$ cat src/rtl/hazard_ctrl.sv
// LEGv8 five-stage hazard unit: load-use stall, taken-branch flush, EX/MEM and
// MEM/WB forwarding selects, and saturating stall/flush event counters.
module hazard_ctrl (
  input  logic        clk,
  input  logic        rst,
  input  logic [31:0] id_instr,
  input  logic        id_valid,
  input  logic        br_taken,
  input  logic        hold,
  output logic        pc_write,
  output logic        ifid_write,
  output logic        ifid_flush,
  output logic        idex_bubble,
  output logic        exmem_flush,
  output logic [1:0]  fwd_a,
  output logic [1:0]  fwd_b,
  output logic [15:0] stall_cnt,
  output logic [15:0] flush_cnt
);

  localparam logic [4:0]  XZR     = 5'd31;
  localparam logic [4:0]  LINK    = 5'd30;
  localparam logic [10:0] OP_ADD  = 11'b10001011000;
  localparam logic [10:0] OP_SUB  = 11'b11001011000;
  localparam logic [10:0] OP_AND  = 11'b10001010000;
  localparam logic [10:0] OP_ORR  = 11'b10101010000;
  localparam logic [10:0] OP_LSL  = 11'b11010011011;
  localparam logic [10:0] OP_LSR  = 11'b11010011010;
  localparam logic [10:0] OP_LDUR = 11'b11111000010;
  localparam logic [10:0] OP_STUR = 11'b11111000000;
  localparam logic [7:0]  OP_CBZ  = 8'b10110100;
  localparam logic [7:0]  OP_CBNZ = 8'b10110101;
  localparam logic [5:0]  OP_B    = 6'b000101;
  localparam logic [5:0]  OP_BL   = 6'b100101;

  localparam logic [1:0]  FWD_RF  = 2'b00;
  localparam logic [1:0]  FWD_EXM = 2'b10;
  localparam logic [1:0]  FWD_MWB = 2'b01;

  typedef struct packed {
    logic       valid;
    logic [4:0] dest;
    logic       writes;
    logic       load;
  } shadow_t;

  typedef struct packed {
    logic       a_v;
    logic [4:0] a;
    logic       b_v;
    logic [4:0] b;
    logic       d_v;
    logic [4:0] d;
    logic       load;
  } dec_t;

  typedef enum logic [2:0] {
    ACT_RESET,
    ACT_HOLD,
    ACT_FLUSH,
    ACT_STALL,
    ACT_ADV
  } act_e;

  // A register field only counts when it is used and is not XZR.
  function automatic logic live(input logic used, input logic [4:0] r);
    return used && (r != XZR);
  endfunction

  function automatic dec_t decode(input logic [31:0] instr);
    dec_t r;
    r = '0;
    case (instr[31:21])
      OP_ADD, OP_SUB, OP_AND, OP_ORR: begin
        r.a = instr[9:5];
        r.b = instr[20:16];
        r.d = instr[4:0];
        r.a_v = live(1'b1, r.a);
        r.b_v = live(1'b1, r.b);
        r.d_v = live(1'b1, r.d);
      end
      OP_LSL, OP_LSR: begin
        r.a = instr[9:5];
        r.d = instr[4:0];
        r.a_v = live(1'b1, r.a);
        r.d_v = live(1'b1, r.d);
      end
      OP_LDUR: begin
        r.a = instr[9:5];
        r.d = instr[4:0];
        r.a_v = live(1'b1, r.a);
        r.d_v = live(1'b1, r.d);
        r.load = 1'b1;
      end
      OP_STUR: begin
        r.a = instr[9:5];
        r.b = instr[4:0];
        r.a_v = live(1'b1, r.a);
        r.b_v = live(1'b1, r.b);
      end
      default: begin
        case (instr[31:24])
          OP_CBZ, OP_CBNZ: begin
            r.b = instr[4:0];
            r.b_v = live(1'b1, r.b);
          end
          default: begin
            case (instr[31:26])
              OP_BL: begin
                r.d = LINK;
                r.d_v = 1'b1;
              end
              OP_B:    r = '0;
              default: r = '0;
            endcase
          end
        endcase
      end
    endcase
    return r;
  endfunction

  function automatic logic hits(input shadow_t e, input logic used, input logic [4:0] r);
    return e.valid && e.writes && used && (e.dest != XZR) && (r == e.dest);
  endfunction

  // The entry now in EX will sit in EX/MEM next cycle; the one in MEM in MEM/WB.
  function automatic logic [1:0] fwd_sel(input shadow_t ex, input shadow_t mem,
                                         input logic used, input logic [4:0] r);
    logic [1:0] s;
    if (hits(ex, used, r)) begin
      s = FWD_EXM;
    end else if (hits(mem, used, r)) begin
      s = FWD_MWB;
    end else begin
      s = FWD_RF;
    end
    return s;
  endfunction

  function automatic logic [15:0] sat_inc(input logic [15:0] v);
    return (v == 16'hFFFF) ? v : v + 16'd1;
  endfunction

  shadow_t     ex_q, ex_d, mem_q, mem_d;
  logic [1:0]  fwd_a_q, fwd_a_d, fwd_b_q, fwd_b_d;
  logic [15:0] stall_cnt_q, stall_cnt_d, flush_cnt_q, flush_cnt_d;
  dec_t        dec_s;
  logic        load_use_s;
  act_e        act_s;

  assign dec_s = decode(id_instr);
  assign load_use_s = id_valid && ex_q.valid && ex_q.load &&
                      (hits(ex_q, dec_s.a_v, dec_s.a) || hits(ex_q, dec_s.b_v, dec_s.b));

  // Priority: reset, then hold, then taken branch, then load-use stall.
  always_comb begin
    act_s = ACT_ADV;
    if (rst) begin
      act_s = ACT_RESET;
    end else if (hold) begin
      act_s = ACT_HOLD;
    end else if (br_taken) begin
      act_s = ACT_FLUSH;
    end else if (load_use_s) begin
      act_s = ACT_STALL;
    end else begin
      act_s = ACT_ADV;
    end
  end

  // Zero-latency pipeline enables and flush controls.
  always_comb begin
    pc_write    = 1'b1;
    ifid_write  = 1'b1;
    ifid_flush  = 1'b0;
    idex_bubble = 1'b0;
    exmem_flush = 1'b0;
    case (act_s)
      ACT_RESET: begin
        pc_write    = 1'b0;
        ifid_write  = 1'b0;
        ifid_flush  = 1'b1;
        idex_bubble = 1'b1;
        exmem_flush = 1'b1;
      end
      ACT_HOLD: begin
        pc_write   = 1'b0;
        ifid_write = 1'b0;
      end
      ACT_FLUSH: begin
        ifid_flush  = 1'b1;
        idex_bubble = 1'b1;
        exmem_flush = 1'b1;
      end
      ACT_STALL: begin
        pc_write    = 1'b0;
        ifid_write  = 1'b0;
        idex_bubble = 1'b1;
      end
      ACT_ADV: begin
        pc_write   = 1'b1;
        ifid_write = 1'b1;
      end
      default: begin
        pc_write   = 1'b0;
        ifid_write = 1'b0;
      end
    endcase
  end

  // Next shadow entries, forwarding selects and counters.
  always_comb begin
    ex_d        = ex_q;
    mem_d       = mem_q;
    fwd_a_d     = fwd_a_q;
    fwd_b_d     = fwd_b_q;
    stall_cnt_d = stall_cnt_q;
    flush_cnt_d = flush_cnt_q;
    case (act_s)
      ACT_ADV: begin
        mem_d        = ex_q;
        ex_d.valid   = id_valid;
        ex_d.dest    = dec_s.d;
        ex_d.writes  = id_valid && dec_s.d_v;
        ex_d.load    = id_valid && dec_s.load;
        if (id_valid) begin
          fwd_a_d = fwd_sel(ex_q, mem_q, dec_s.a_v, dec_s.a);
          fwd_b_d = fwd_sel(ex_q, mem_q, dec_s.b_v, dec_s.b);
        end else begin
          fwd_a_d = FWD_RF;
          fwd_b_d = FWD_RF;
        end
      end
      ACT_STALL: begin
        mem_d       = ex_q;
        ex_d        = '0;
        fwd_a_d     = FWD_RF;
        fwd_b_d     = FWD_RF;
        stall_cnt_d = sat_inc(stall_cnt_q);
      end
      ACT_FLUSH: begin
        ex_d        = '0;
        mem_d       = '0;
        fwd_a_d     = FWD_RF;
        fwd_b_d     = FWD_RF;
        flush_cnt_d = sat_inc(flush_cnt_q);
      end
      ACT_HOLD, ACT_RESET: begin
        ex_d  = ex_q;
        mem_d = mem_q;
      end
      default: begin
        ex_d  = ex_q;
        mem_d = mem_q;
      end
    endcase
  end

  // State registers with synchronous reset.
  always_ff @(posedge clk) begin
    if (rst) begin
      ex_q        <= '0;
      mem_q       <= '0;
      fwd_a_q     <= FWD_RF;
      fwd_b_q     <= FWD_RF;
      stall_cnt_q <= 16'd0;
      flush_cnt_q <= 16'd0;
    end else begin
      ex_q        <= ex_d;
      mem_q       <= mem_d;
      fwd_a_q     <= fwd_a_d;
      fwd_b_q     <= fwd_b_d;
      stall_cnt_q <= stall_cnt_d;
      flush_cnt_q <= flush_cnt_d;
    end
  end

  assign fwd_a     = fwd_a_q;
  assign fwd_b     = fwd_b_q;
  assign stall_cnt = stall_cnt_q;
  assign flush_cnt = flush_cnt_q;

endmodule

$ cat config.mk
export PLATFORM = sky130hd
export DESIGN_NAME = hazard_ctrl
export DESIGN_NICKNAME = d
export VERILOG_FILES = /design/src/rtl/hazard_ctrl.sv
export SDC_FILE = /design/constraint.sdc
export NUM_CORES = 1
export LEC_CHECK = 0
export CAP_MARGIN = 5
export CELL_PAD_IN_SITES_DETAIL_PLACEMENT = 1
export CELL_PAD_IN_SITES_GLOBAL_PLACEMENT = 1
export CORE_UTILIZATION = 36
export CTS_BUF_LIST = sky130_fd_sc_hd__clkbuf_4
export CTS_CLUSTER_SIZE = 16
export DETAILED_ROUTE_END_ITERATION = 16
export GPL_TIMING_DRIVEN = 0
export PLACE_DENSITY_LB_ADDON = 0.1
export SYNTH_ARGS = -nofsm -noshare
export SYNTH_HDL_FRONTEND = slang
export SYNTH_SLANG_ARGS = --single-unit
$ cat constraint.sdc
create_clock -name clk -period 7.3 [get_ports clk]
set_input_delay 2.19 -clock clk [delete_from_list [all_inputs] [get_ports clk]]
set_output_delay 2.19 -clock clk [all_outputs]
set_load 0.005 [all_outputs]
==> out/qor.csv, run 1 <==
metric,value,unit
status,finished clean,
synth_xor_area_share,9.19,%
synth_area_leaders,"dfxtp_1 35%, xnor2_1 5.0%, a21oi_1 4.7%",
hold_viol_final,0,
r2r_end,stall_cnt[10],
row_count,32,
area_delta_synth_final,36.8,%
grt_pass1_vias,3152,
cp-endpoint,pc_write,
synth_adder_area_share,0.847,%
grt_first_pass_wirelength,15500,um
cap_violations,0,
worstPathArrival,5.01,ns
ys_warn_count,0,
instances_no_fill,560,
hpwl,7020,um
antenna_found_initial,0,
die_area,8570,um^2
p_leak,0.00147,uW
total_power,468,uW
routed_wl,9490,um
cts_root_buf,clkbuf_4,
dieHeight,92.6,um
required,5.11,ns
cts.sinks,51,
start_util,37.6,%
relSlewSlack,50.6,%
ys_seq_area_share,34.6,%
grt_max_degree,17,
avgSynthCellArea,7.96,um^2
cp_max_fo,4,
hold_class,reg2reg,
synth.distinct_cells,54,
synth_compound_area_share,16.8,%
p_per_area,116,nW/um^2
fin_nets,496,
critPathCaptureType,output port,
crit_path_start,id_instr[22],
netlist_top_cells_count,"51 x dfxtp_1, 37 x nand2_1, 31 x nor2_1",
core,7850,um^2
r2r_slack,4.41,ns
cts_tree,built,
grtUsageTotal,22.4,%
setup_viol,0,
fmax,139,MHz
fin_crit,7.20,ns
pre_cts_ws,-0.751,ns
synthSimpleGateAreaFrac,32.0,%
yosysTopAreaCellShare,34.6,%
grt.overflow.total,0,
slew_viol_final,0,
whs_path_depth,2,
fin_ws,0.0985,ns
cts.clk_slew.worst_paths,0.15,ns
clk_latency,0.37,ns
io_pins,78,
via_count,3122,
postRouteAntennaNets,0,
synthCells,371,
vdd_ir_drop_max,0.0000720,V
dieWidth,92.6,um
clk_path_buf_depth,2,
ctsHtreeMaxLevel,2,
regToRegStartpoint,ex_q[6],
synthMuxAreaShare,2.20,%
cts_buffers,5,
firstDrtPassIters,4,
worstRegToRegCells,10,
skew,0.0121,ns
syn_nets,410,
layout-drive-gt1-share,9.83,%
finalCritPeriodShare,98.7,%
start_kind,input port,
setup_tns,0,ns
synthFlopType,dfxtp_1,
synth_top_area_cell,dfxtp_1,
drtIter0Drc,82,
synthArstFlopShare,0,%
drc,0,
gp_congestion,0.901,
viasPerCell,5.58,
path_class,in2out,
portBuffers,70,
dp.cells,543,
holdBufCountCts,0,
routedWlPerCell,16.9,um
tightest_slew,0.736,ns
synth_top_family_by_area,simple AND/OR/NAND/NOR gates,
synth.most_common_cell,dfxtp_1,
syn_area,2950,um^2
ys_ff_latch,51,
diodes,0,
hold_slack,0.471,ns
synth_enable_flop_cells,0,
## per-layer routing
metal	track usage (%)	vias up	part of all wire (%)
met5	0	-	0
met2	38.6	72	48
met4	5.21	0	1.0
li1	-	1521	-
met1	29.0	1520	46
met3	3.94	9	4.8
## per-stage QoR
| step | util (%) | cell area (um^2) |
|---|---|---|
| final | 51.5 | 4040 |
| after floorplan | - | 2950 |
| after detailed placement | 48.2 | 3780 |
| after CTS | 50.7 | 3980 |
| after global routing | 51.5 | 4040 |
| after global placement | 48.2 | 3780 |
## sequential cells by signal, indices dropped and copies added, names as in the netlist
register   flops
ex_q           8
stall_cnt     16
fwd_a          2
fwd_b          2
flush_cnt     16
mem_q          7
## cells in the final DEF, fill, tap and decap left out, types with 12 or more instances in the layout
cell type / Yosys / routed
o21ai_0: 17 / 17
dfxtp_1: 51 / 51
a21oi_1: 28 / 28
nand3_1: 26 / 26
nor2_1: 31 / 31
clkdlybuf4s50_1: 0 / 56
xor2_1: 14 / 14
xnor2_1: 17 / 16
inv_1: 12 / 12
nand2_1: 37 / 36
## where the power goes
part	switching [uW]	total [uW]	internal, uW
combinational	28.5	53.9	25.4
sequential	0.758	280	279
clock	96.2	134	38.0
total	125	468	343
## critical path: stages
cell	delay, ns
dlygate4sd2_1	0.28
or3_4	0.38
or4_4	0.51
o221ai_4	0.23
xor2_1	0.10
a211o_1	0.33
o32a_4	0.41
o21a_1	0.21
buf_4	0.13
dlygate4sd2_1	0.25
## area by class of cell
| class | instances | area [um^2] |
|---|---|---|
| clock inverters | 3 | 18.8 |
| inverters | 12 | 45.0 |
| fillers | 1012 | 3810 |
| repair buffers | 79 | 781 |
| flip-flops and latches | 51 | 1020 |
| plain buffers | 18 | 85.1 |
| clock buffers | 5 | 37.5 |
| multi-input cells | 290 | 1920 |
| well taps | 102 | 128 |
## worst min path at each step
stage | end | start | slack (ns)
2_1_floorplan | ex_q[0] | ex_q[0] | 0.42
3_3_place_gp | fwd_b[1] | fwd_b[1] | 0.44
5_1_grt | fwd_b[0] | fwd_b[0] | 0.51
4_1_cts | fwd_b[1] | fwd_b[1] | 0.48
3_5_place_dp | fwd_b[1] | fwd_b[1] | 0.45
6_report | fwd_b[1] | fwd_b[1] | 0.47
## cell families (layout without fill, tap and decap cells)
kind of cell	Yosys count	count (layout)
AO/OA/AOI/OAI	78	78
XOR/XNOR	31	31
adder cells (fa/ha/maj)	2	2
buffers and inverters	30	117
flip-flops	51	51
multiplexers	6	6
AND/OR/NAND/NOR	173	173
## repair_timing
item | in CTS | in global routing
setup buffers | 8 | 1
gates resized for setup | 17 | 16
pin swaps | 9 | 8
setup endpoints to repair | 3 | 3
hold endpoints to repair | 0 | 0
Power figures use the tool's default switching activity.
==> inputs of run 2 (changes only) <==
- CORE_UTILIZATION: 36 -> 35
==> run 2 against run 1 <==
  * Hold slack better by 0.013 ns
  * Combinational power fell by 1%
  * Non-clock buffer count grew 3
  * Critical path type unchanged
  * Largest power group unchanged
  * Highest routed layer unchanged
  * Utilization decreased by 1.9 points
  * Register-to-register slack about the same
  * Largest cell class unchanged
  * Sequential share of layout area decreased by 0.094 points
==> out/qor.csv, run 2 (synthesis gave the netlist of run 1 again) <==
metric,value,unit,change
cp_max_fo,6,,+2
cts.sinks,51,,unchanged
cap_violations,0,,unchanged
area_delta_synth_final,37.3,%,
p_leak,0.00144,uW,-2.0%
clk_latency,0.36,ns,about the same
p_per_area,115,nW/um^2,-0.50%
cp-endpoint,pc_write,,
required,5.11,ns,about the same
drtIter0Drc,92,,+12%
ctsHtreeMaxLevel,2,,unchanged
worstRegToRegCells,9,,-1
critPathCaptureType,output port,,
io_pins,78,,unchanged
cts_tree,built,,
routedWlPerCell,17.1,um,+0.89%
worstPathArrival,5.01,ns,about the same
diodes,0,,unchanged
fillers,1012,,unchanged
r2r_end,stall_cnt[10],,
fin_crit,7.20,ns,+0.000156 ns
slew_viol_final,0,,unchanged
path_class,in2out,,
fmax,139,MHz,about the same
start_kind,input port,,
p_switching,125,uW,about the same
layout_commonest_cell,clkdlybuf4s50_1,,
status,finished clean,,
cts_root_buf,clkbuf_4,,
swShare,26.8,%,about the same
layout_common_cells,"60 x clkdlybuf4s50_1, 51 x dfxtp_1, 36 x nand2_1",,
setup_viol,0,,unchanged
row_count,33,,+3.1%
portBuffers,70,,unchanged
cpPeakStageDelay,0.57,ns,+0.06 ns
path_buf_inv,4,,+1
gp_congestion,0.833,,-7.6%
cts_buffers,5,,unchanged
tightest_slew,0.823,ns,+0.0874 ns
via_count,3137,,+0.48%
postRouteAntennaNets,0,,unchanged
fin_nets,499,,+0.60%
critical_path_depth,11,,+1
viasPerCell,5.54,,-0.58%
multi_input_area,1920,um^2,-0.13%
grt_first_pass_wirelength,15800,um,+1.6%
relSlewSlack,44.7,%,-5.9 points
routed_wl,9670,um,+2.0%
core,8180,um^2,+4.2%
layout-drive-gt1-share,10.4,%,+0.59 points
rsz0062_at_grt,false,,
cpMaxStageDelayCell,clkdlybuf4s50_1,,
r2r_slack,4.40,ns,about the same
hpwl,7210,um,+2.7%
path_delay_family,buffers and inverters,,
antenna_found_initial,0,,unchanged
pre_cts_ws,-0.679,ns,+0.0722 ns
finalCritPeriodShare,98.7,%,about the same
holdBufCountCts,0,,unchanged
grtUsageTotal,22.8,%,+0.33 points
die_area,8810,um^2,+2.8%
start_util,36.1,%,-1.5 points
seq_power_share,59.9,%,about the same
hold_viol_final,0,,unchanged
p_int,342,uW,-0.16%
hold_class,reg2reg,,
grt.overflow.total,0,,unchanged
dieWidth,93.9,um,+1.4%
grt_max_degree,17,,unchanged
dieHeight,93.9,um,+1.4%
grt_pass1_vias,3156,,+0.13%
regToRegStartpoint,ex_q[6],,
firstDrtPassIters,4,,unchanged
vdd_ir_drop_max,0.0000610,V,-15%
comb_power_share,11.4,%,about the same
seqCellArea,1020,um^2,unchanged
pwr-share-clk,28.7,%,about the same
skew,0.00885,ns,-0.00328 ns
fin_ws,0.0983,ns,-0.000156 ns
path_cells,clkdlybuf4s50_1 -> mux2i_2 -> and4_4 -> buf_6 -> a22oi_2 -> xnor2_1 -> a211o_1 -> o32a_4 -> o21a_1 -> buf_4 -> dlygate4sd2_1,,
finish.utilization,49.6,%,-1.9 points
cts.clk_slew.worst_paths,0.15,ns,about the same
drc,0,,unchanged
crit_path_start,id_instr[24],,
clk_path_buf_depth,2,,unchanged
[run 2: how the worst min path moves through the flow]
stage,startpoint,endpoint,cells after the start
2_1_floorplan,ex_q[0],ex_q[0],2
3_3_place_gp,fwd_b[0],fwd_b[0],2
3_5_place_dp,fwd_a[0],fwd_a[0],2
4_1_cts,fwd_a[0],fwd_a[0],2
5_1_grt,fwd_a[0],fwd_a[0],2
6_report,fwd_a[0],fwd_a[0],2
[run 2: tightest hold or removal path: stages, from the launching register on]
cell and delay (ns):
dfxtp_1 0.34, nand2_1 0.05, o21ai_0 0.07
[run 2: through the flow]
| step | setup TNS, ns | power, uW | std cells | area, um^2 | hold WS, ns |
|---|---|---|---|---|---|
| floorplan | 0 | 306 | 371 | 2950 | 0.425 |
| global placement | -1.73 | 337 | 546 | 3790 | 0.441 |
| detailed placement | -1.69 | 338 | 546 | 3790 | 0.462 |
| CTS | 0 | 474 | 562 | 3990 | 0.492 |
| global route | 0 | 489 | 566 | 4060 | 0.513 |
| finish | 0 | 468 | 566 | 4060 | 0.485 |
[run 2: metal layers]
layer	GRT usage (%)	vias to the layer above	routed length (um)
met5	0	-	0
met4	6.54	0	110
met3	3.40	10	256
met2	41.2	50	5020
met1	27.6	1553	4290
li1	-	1524	-
[run 2: power by group through the flow]
stage / clock [uW] / sequential [uW] / combinational [uW]
floorplan: 0 / 286 / 20.1
global placement: 0 / 286 / 51.1
detailed placement: 0 / 286 / 52.2
CTS: 141 / 280 / 53.0
global route: 150 / 280 / 58.4
finish: 134 / 280 / 53.3
[run 2: area by class of cell]
class,instances,share of cell area (%)
Clock buffer,5,0.926
Inverter,12,1.11
Tap cell,105,3.24
Multi-Input combinational cell,290,47.4
Clock inverter,3,0.494
Sequential cell,51,25.2
Buffer,18,2.10
Timing Repair Buffer,82,19.6
[run 2: timing repair]
item	CTS	global route
cloned	0	0
setup buffers	8	4
pin swaps	8	9
endpoints found under the setup margin	3	3
gates resized for setup	18	11
==> inputs of run 3 (changes only) <==
- SETUP_SLACK_MARGIN: default -> 0.3
==> run 3 against run 2 <==
  * Clock skew increased by 0.0028 ns
  * Clock-buffer cell count is the same
  * Worst setup slack better by 0.26 ns
  * Clock power is essentially flat
  * Die area did not move
  * Via count increased by 0.35%
  * Largest cell class unchanged
  * Cell area grew 0.28%
  * Wire length is 0.52% higher
  * Combinational power grew 2%
==> out/qor.csv, run 3 (synthesis gave the netlist of run 1 again) <==
metric,value,unit,change
p_per_area,115,nW/um^2,about the same
row_count,33,,unchanged
fin_crit,6.94,ns,-0.261 ns
seq_power_share,59.7,%,-0.2 points
cts.sinks,51,,unchanged
p_switching,126,uW,+0.62%
grt.overflow.total,0,,unchanged
drc,0,,unchanged
layout_commonest_cell,clkdlybuf4s50_1,,
layout_common_cells,"56 x clkdlybuf4s50_1, 51 x dfxtp_1, 36 x nand2_1",,
swShare,26.9,%,+0.093 points
gp_congestion,0.833,,unchanged
p_leak,0.00143,uW,-0.67%
worstHoldStart,fwd_a[0],,
crit_path_start,id_instr[21],,
firstDrtPassIters,4,,unchanged
fmax,144,MHz,+3.8%
vdd_ir_drop_max,0.0000609,V,-0.12%
grt.met1_usage,27.7,%,+0.099 points
cp-endpoint,pc_write,,
routed_wl,9720,um,+0.52%
grtUsageTotal,22.8,%,+0.034 points
slew_viol_final,0,,unchanged
regToRegStartpoint,ex_q[6],,
skew,0.0116,ns,+0.00275 ns
tightest_slew,0.794,ns,-0.0297 ns
hold_class,reg2reg,,
grt_util_met3,3.32,%,-0.081 points
hpwl,7210,um,unchanged
grt_max_degree,17,,unchanged
diodes,0,,unchanged
cts_buffers,5,,unchanged
seqCellArea,1020,um^2,unchanged
start_kind,input port,,
portBuffers,70,,unchanged
cts_root_buf,clkbuf_4,,
critPathCaptureType,output port,,
setup_tns,0,ns,unchanged
required,5.11,ns,about the same
via_count,3148,,+0.35%
clk_path_buf_depth,2,,unchanged
finalCritPeriodShare,95.1,%,-3.6 points
hold_viol_final,0,,unchanged
p_int,343,uW,+0.15%
rsz0062_at_grt,true,,
die_area,8810,um^2,unchanged
antenna_found_initial,0,,unchanged
cts_tree,built,,
postRouteAntennaNets,0,,unchanged
status,finished clean,,
ctsHtreeMaxLevel,2,,unchanged
grt_first_pass_wirelength,15800,um,+0.18%
grt.busiest_layer,met2,,
instances_no_fill,568,,+0.35%
drtIter0Drc,132,,+43%
fin_nets,501,,+0.40%
worstRegToRegCells,10,,+1
area_delta_synth_final,37.7,%,
dp.cells,546,,unchanged
layout-drive-gt1-share,11.9,%,+1.5 points
cts.clk_slew.worst_paths,0.15,ns,about the same
use_met2,41.7,%,+0.49 points
r2r_slack,4.41,ns,about the same
routedWlPerCell,17.1,um,+0.16%
r2r_end,stall_cnt[10],,
worstPathArrival,4.75,ns,-0.26 ns
grt_pass1_vias,3170,,+0.44%
setup_viol,0,,unchanged
dieHeight,93.9,um,unchanged
multi_input_area,1920,um^2,+0.13%
io_pins,78,,unchanged
viasPerCell,5.54,,about the same
path_class,in2out,,
dieWidth,93.9,um,unchanged
relSlewSlack,46.7,%,+2.0 points
fillers,1018,,+0.59%
core,8180,um^2,unchanged
cp_max_fo,4,,-2
pwr-share-clk,28.7,%,about the same
comb_power_share,11.6,%,+0.2 points
start_util,36.1,%,unchanged
clk_latency,0.37,ns,about the same
cap_violations,0,,unchanged
==> run 3: cell types whose count changed in the layout (fill, tap and decap cells not counted), sizes merged <==
cell	previous run	this run
buf	19	25
clkdlybuf4s15	0	2
clkdlybuf4s50	60	56
dlygate4sd2	4	5
dlymetal6s2s	5	2
==> run 3: layout make-up <==
| type | count | area share, % |
|---|---|---|
| buffer | 18 | 2.18 |
| clock buffer | 5 | 0.923 |
| clock inverter | 3 | 0.492 |
| inverter | 12 | 1.11 |
| multi-input combinational | 290 | 47.3 |
| sequential | 51 | 25.1 |
| tap | 105 | 3.23 |
| timing repair buffer | 84 | 19.6 |
==> run 3: worst min-delay path by stage <==
stage | slack (ns) | end | cells after the start
after global placement | 0.44 | fwd_b[0] | 2
after global routing | 0.51 | fwd_a[0] | 2
final | 0.48 | fwd_a[0] | 2
after detailed placement | 0.46 | fwd_a[0] | 2
after floorplan | 0.42 | ex_q[0] | 2
after CTS | 0.49 | fwd_a[0] | 2
==> run 3: layer usage <==
metal	up-vias	part of all wire (%)
met5	-	0
met4	0	0.72
met3	6	2.8
met2	54	52
met1	1558	44
li1	1530	-
==> run 3: power groups by stage <==
stage / combinational [uW] / sequential (uW) / clock (uW)
after floorplan: 20.1 / 286 / 0
after global placement: 51.1 / 286 / 0
after detailed placement: 52.2 / 286 / 0
after CTS: 53.0 / 280 / 141
after global routing: 59.4 / 280 / 151
final: 54.3 / 280 / 134
==> run 3: worst max-delay path: stages <==
cell and delay, ns:
buf_6 0.09, or3_4 0.38, or4_4 0.62, o221ai_4 0.23
xor2_1 0.10, a211o_1 0.32, o32a_4 0.40, o21a_1 0.20
buf_6 0.12, buf_6 0.10
==> run 3: metrics by stage <==
stage,worst slack [ns],power [uW],util (%),cell area [um^2],hold slack (ns)
CTS,0.303,474,49.0,4010,0.492
global placement,-0.681,337,46.3,3790,0.441
floorplan,0.646,306,-,2950,0.425
global route,0.285,490,49.7,4070,0.513
detailed placement,-0.679,338,46.3,3790,0.462
finish,0.359,469,49.7,4070,0.485
==> run 3: repair_timing <==
item                       in CTS  in global routing
setup buffers                  10                  4
setup endpoints to repair       3                  3
pin swaps                       9                  9
resized for setup              36                 17
hold buffers                    0                  0
==> RTL edit 1, RTL diff (flow settings as in run 3) <==
Make the reset (`rst`) asynchronous in one clocked block. Comments in the files are not updated.
--- a/src/rtl/hazard_ctrl.sv
+++ b/src/rtl/hazard_ctrl.sv
@@ -258,7 +258,7 @@
   end
 
   // State registers with synchronous reset.
-  always_ff @(posedge clk) begin
+  always_ff @(posedge clk or posedge rst) begin
     if (rst) begin
       ex_q        <= '0;
       mem_q       <= '0;
Check against the original RTL: differs if rst is asserted again (counterexample within 4 cycles, from zero or initial values and one cycle with rst high); with rst held inactive, the same outputs for 10 cycles.
==> RTL edit 1 against run 3 <==
Sequential cell count unchanged; largest cell class unchanged; synthesized cell count down 14%; critical path type unchanged; final area up 0.37%; area after synthesis up 3.1%; via count down 12%; sequential share of layout area up 6.2 points; sequential power up 11%; wire length down 8.8%; highest routed layer unchanged; total power up 15%; global-route usage down 2.2 points; die area up 3.1%; worst setup slack better by 80 ps.
==> RTL edit 1: results <==
[routing]
routed-via-count = 2766
drt_wl_total_um = 8870
via_to_cell_ratio = 5.42
detailedRoute.firstIterationViolations = 99

[yosys]
syn_nets = 359
synth.distinct_cells = 55
synth_async_sr_flop_share = 1.00
syn_avg_cell_area_um2 = 9.52
synth_common_cells = dfrtp_1, nand2_1, nand3_1, xor2_1, xnor2_1
synth_sequential_area_ratio = 0.419
netlist_top_cells_area = dfrtp_1, xor2_1, nand2_1, xnor2_1, nand3_1

[global_route]
grt.total_usage = 0.206
routing_usage_on_met3 = 0.0335
grt_met2_use = 0.339
grtUsageMet1 = 0.284
vias_in_the_first_global_route = 2830
grt_first_pass_wirelength_um = 14400
antenna_found_initial = 0
grt_start_max_net_pins = 38

[place]
place.port_buffers = 71
post-place-cells = 497
finalWeightedCongestion = 0.764
placement.cell_area_um2 = 3910
dp.final_hpwl_um = 6590
dpl_worst_slack_ps = -298

[sta]
timing.clock.skew_ps = 4.39
worst_slack_ps = 439
worst-slew-pin-transition_ps = 944

[setup_path]
worst_path_max_fanout = 6
r2r_end = ex_q[5]
rr_worst_depth = 9
source_of_the_worst_register_to_register_timing_path = ex_q[4]
critical_path_arrival_ps = 4670
crit_path_end = pc_write
timing.critical_path.max_delay_family = buffers and inverters
crit_start = id_instr[30]
worst_path_max_delay_cell = dlygate4sd2_1
r2r_slack_ps = 4570
worst_path_largest_cell_delay_ps = 360

[power]
maximum_vdd_drop_uv = 59.7
total_leakage_power_nw = 1.74

[cells_and_area]
finalNetCount = 443
post_route_cells_drive_above_1_share = 0.119
antenna-diode-count = 0

[clock_tree]
ctsLongestPathBuffers = 2
h-tree-depth = 2
number_of_buffers_added_by_the_clock_tree_synthesis_step = 5

[outcome]
outcome = completed

[worst_hold_path]
hold_path_startpoint = mem_q[1]
RTL edit 1: cell types whose count changed in the layout (fill, tap and decap cells not counted), moves of 10 or more:
cell / run 3 / this run
nand2_1: 36 / 48
a21oi_1: 28 / 6
nor2_1: 31 / 15
xor2_1: 14 / 24
dfrtp_1: 0 / 51
dfxtp_1: 51 / 0
RTL edit 1: logic make-up (layout without fill, tap and decap cells):
| family | after synthesis | count (layout) | share of synthesized area |
|---|---|---|---|
| adders and majority gates | 2 | 2 | 0.00821 |
| AOI/OAI and AO/OA | 54 | 54 | 0.132 |
| xor gates and xnor gates | 43 | 43 | 0.124 |
| muxes | 4 | 4 | 0.0144 |
| and+or+nand+nor | 149 | 149 | 0.268 |
| buffers and inverters | 17 | 102 | 0.0345 |
| DFF | 51 | 51 | 0.419 |
RTL edit 1: tightest hold or removal path: stages, from the launching register on:
cell and delay (ps):
dfrtp_1 370, nand2_1 50, nand2_1 50
RTL edit 1: worst min-delay path by stage:
| stage | end | slack [ps] | depth (start not counted) |
|---|---|---|---|
| after global routing | flush_cnt[7] | 530 | 1 |
| after CTS | mem_q[1] | 490 | 2 |
| after detailed placement | mem_q[1] | 460 | 2 |
| after global placement | mem_q[1] | 450 | 2 |
| final | mem_q[1] | 490 | 2 |
| after floorplan | mem_q[7] | 440 | 2 |
RTL edit 1: timing repair:
action | 4_1_cts | 5_1_grt
hold buffers | 0 | 0
gates resized for setup | 16 | 10
buffers inserted | 5 | 0
setup endpoints to repair | 3 | 3
hold endpoints to repair | 0 | 0
pin swaps | 5 | 8
RTL edit 1: cell type report:
type / instances / area (µm²)
clock buffer: 7 / 52.6
timing repair buffer: 77 / 777
multi-input combinational: 252 / 1730
clock inverter: 1 / 5.00
sequential: 51 / 1280
inverter: 6 / 22.5
tap: 105 / 131
buffer: 11 / 82.6
fill: 981 / 4260
RTL edit 1: layer usage:
layer / part of all wire / routed length [µm]
met5: 0 / 0
met4: 0.013 / 118
met3: 0.042 / 370
met2: 0.46 / 4070
met1: 0.49 / 4310
RTL edit 1: power breakdown:
part,switching [mW],internal (mW)
sequential,0.0155,0.295
combinational,0.0430,0.0541
clock,0.0875,0.0452
total,0.146,0.394
==> RTL edit 2, RTL diff (settings of run 3) <==
Made on the original files. Put one more register stage on the output `flush_cnt`, with the module's reset. The value now appears one clock later. The other outputs are not delayed to match.
--- a/src/rtl/hazard_ctrl.sv
+++ b/src/rtl/hazard_ctrl.sv
@@ -279,7 +279,13 @@
   assign fwd_a     = fwd_a_q;
   assign fwd_b     = fwd_b_q;
   assign stall_cnt = stall_cnt_q;
-  assign flush_cnt = flush_cnt_q;
+  always_ff @(posedge clk) begin
+    if (rst) begin
+      flush_cnt <= '0;
+    end else begin
+      flush_cnt <= flush_cnt_q;
+    end
+  end
 
 endmodule
 
Check against the original RTL: not equivalent (a bounded check fails within 4 cycles, from zero or initial values and one cycle with rst high).
==> RTL edit 2 against run 3 <==
Area after synthesis up 19%; total power grew 44%; worst setup slack better by 57 ps; clock skew grew 8.5 ps; final area grew 15%; sequential cell count grew 16; wire length rose by 10%; first-iteration DRC count shrank 34%; critical endpoint unchanged; largest cell class unchanged.
==> RTL edit 2: results <==
[outcome]
outcome = completed

[global_route]
grt_start_max_net_pins = 13
grt_first_pass_wirelength_um = 17200

[sta]
timing.clock.skew_ps = 20.1
worst_slew_margin_rel = 0.595

[setup_path]
critical_path_arrival_ps = 4690
source_of_the_worst_register_to_register_timing_path = stall_cnt[2]
worst_path_max_delay_cell = clkdlybuf4s50_1
worst_path_max_fanout = 5
r2r_end = stall_cnt[1]
r2r_slack_ps = 4330
worst_path_largest_cell_delay_ps = 430

[power]
total_leakage_power_nw = 1.73
maximum_vdd_drop_uv = 63.3

[yosys]
synth.distinct_cells = 62
synth_sequential_area_ratio = 0.380
synth_common_cells = dfxtp_1, nand2_1, nor2_1
post_synth_inst_count = 402
netlist_top_cells_area = dfxtp_1, nand2_1, nor2b_1, nor2_1, a21oi_1

[worst_hold_path]
hold_path_startpoint = fwd_b[0]

[clock_tree]
clk_pin_slew_worst_paths_ps = 110
h-tree-depth = 3
clock_latency_ps = 420

[place]
post-place-cells = 604
dp.final_hpwl_um = 7840
finalWeightedCongestion = 0.797

[cells_and_area]
finalNetCount = 535

[routing]
routed-via-count = 3390
via_to_cell_ratio = 5.36
-- RTL edit 2: cell types whose count changed in the layout (fill, tap and decap cells not counted), sizes merged, moves of 5 or more --
cell	delta
o21ai	-5
clkbuf	+6
dlygate4sd2	-5
nand3	-5
o211ai	+5
dfxtp	+16
nor2	+5
xnor2	-6
nor2b	+14
o31ai	+5
nand4	+5
-- RTL edit 2: how the worst min path moves through the flow --
| stage | cells past startpoint | slack [ps] | to |
|---|---|---|---|
| 3_3_place_gp | 2 | 460 | fwd_b[0] |
| 4_1_cts | 2 | 490 | fwd_b[0] |
| 6_report | 2 | 490 | fwd_b[0] |
| 3_5_place_dp | 2 | 470 | fwd_b[0] |
| 5_1_grt | 1 | 520 | flush_cnt[13] |
| 2_1_floorplan | 2 | 440 | ex_q[1] |
-- RTL edit 2: cells by family (layout without fill, tap and decap cells) --
logic type               after synthesis  in the layout  synth area share
AND/OR/NAND/NOR                      194            194             0.318
AO/OA/AOI/OAI                         79             79             0.169
flip-flops                            67             67             0.380
buffers and inverters                 26            124            0.0344
XOR/XNOR                              23             23            0.0571
multiplexers                          11             11            0.0341
adder cells (fa/ha/maj)                2              2           0.00710
-- RTL edit 2: timing repair --
| action | in CTS | in global routing |
|---|---|---|
| gates resized for setup | 22 | 20 |
| hold buffers | 0 | 0 |
| buffers inserted | 7 | 7 |
| hold endpoints to repair | 0 | 0 |
| endpoints found under the setup margin | 3 | 3 |
| pin swaps | 10 | 13 |
-- RTL edit 2: metrics by stage --
step	setup TNS, ps	area (µm²)	setup WS [ps]	power (mW)
after CTS	0	4630	301	0.682
after floorplan	0	3530	844	0.401
after global placement	-1530	4380	-592	0.434
final	0	4690	416	0.674
after detailed placement	-1570	4380	-597	0.435
after global routing	0	4690	300	0.702
-- RTL edit 2: report_power, final --
part	internal, mW	switching, mW
registers	0.366	0.00109
clock network	0.104	0.141
logic	0.0279	0.0336
total	0.498	0.176
-- RTL edit 2: final cells by class --
cell class,instances,area (µm²)
buffer,18,93.8
clock buffer,9,67.6
clock inverter,6,66.3
fill,1185,5090
inverter,8,30.0
multi-input combinational,309,2140
sequential,67,1340
tap,133,166
timing repair buffer,83,779
-- RTL edit 2: metal layers --
layer | vias up | global-route usage | share of wire
li1 | 1659 | - | -
met1 | 1654 | 0.262 | 0.46
met2 | 66 | 0.373 | 0.50
met3 | 11 | 0.0363 | 0.032
met4 | 0 | 0.0736 | 0.012
met5 | - | 0 | 0
-- RTL edit 2: worst reg2reg max path: cells and delay by family (launching register included) --
kind	cells	cell delay [ps]
flops	1	430
compound gates	3	620
simple gates	3	870
buf+inv	2	980
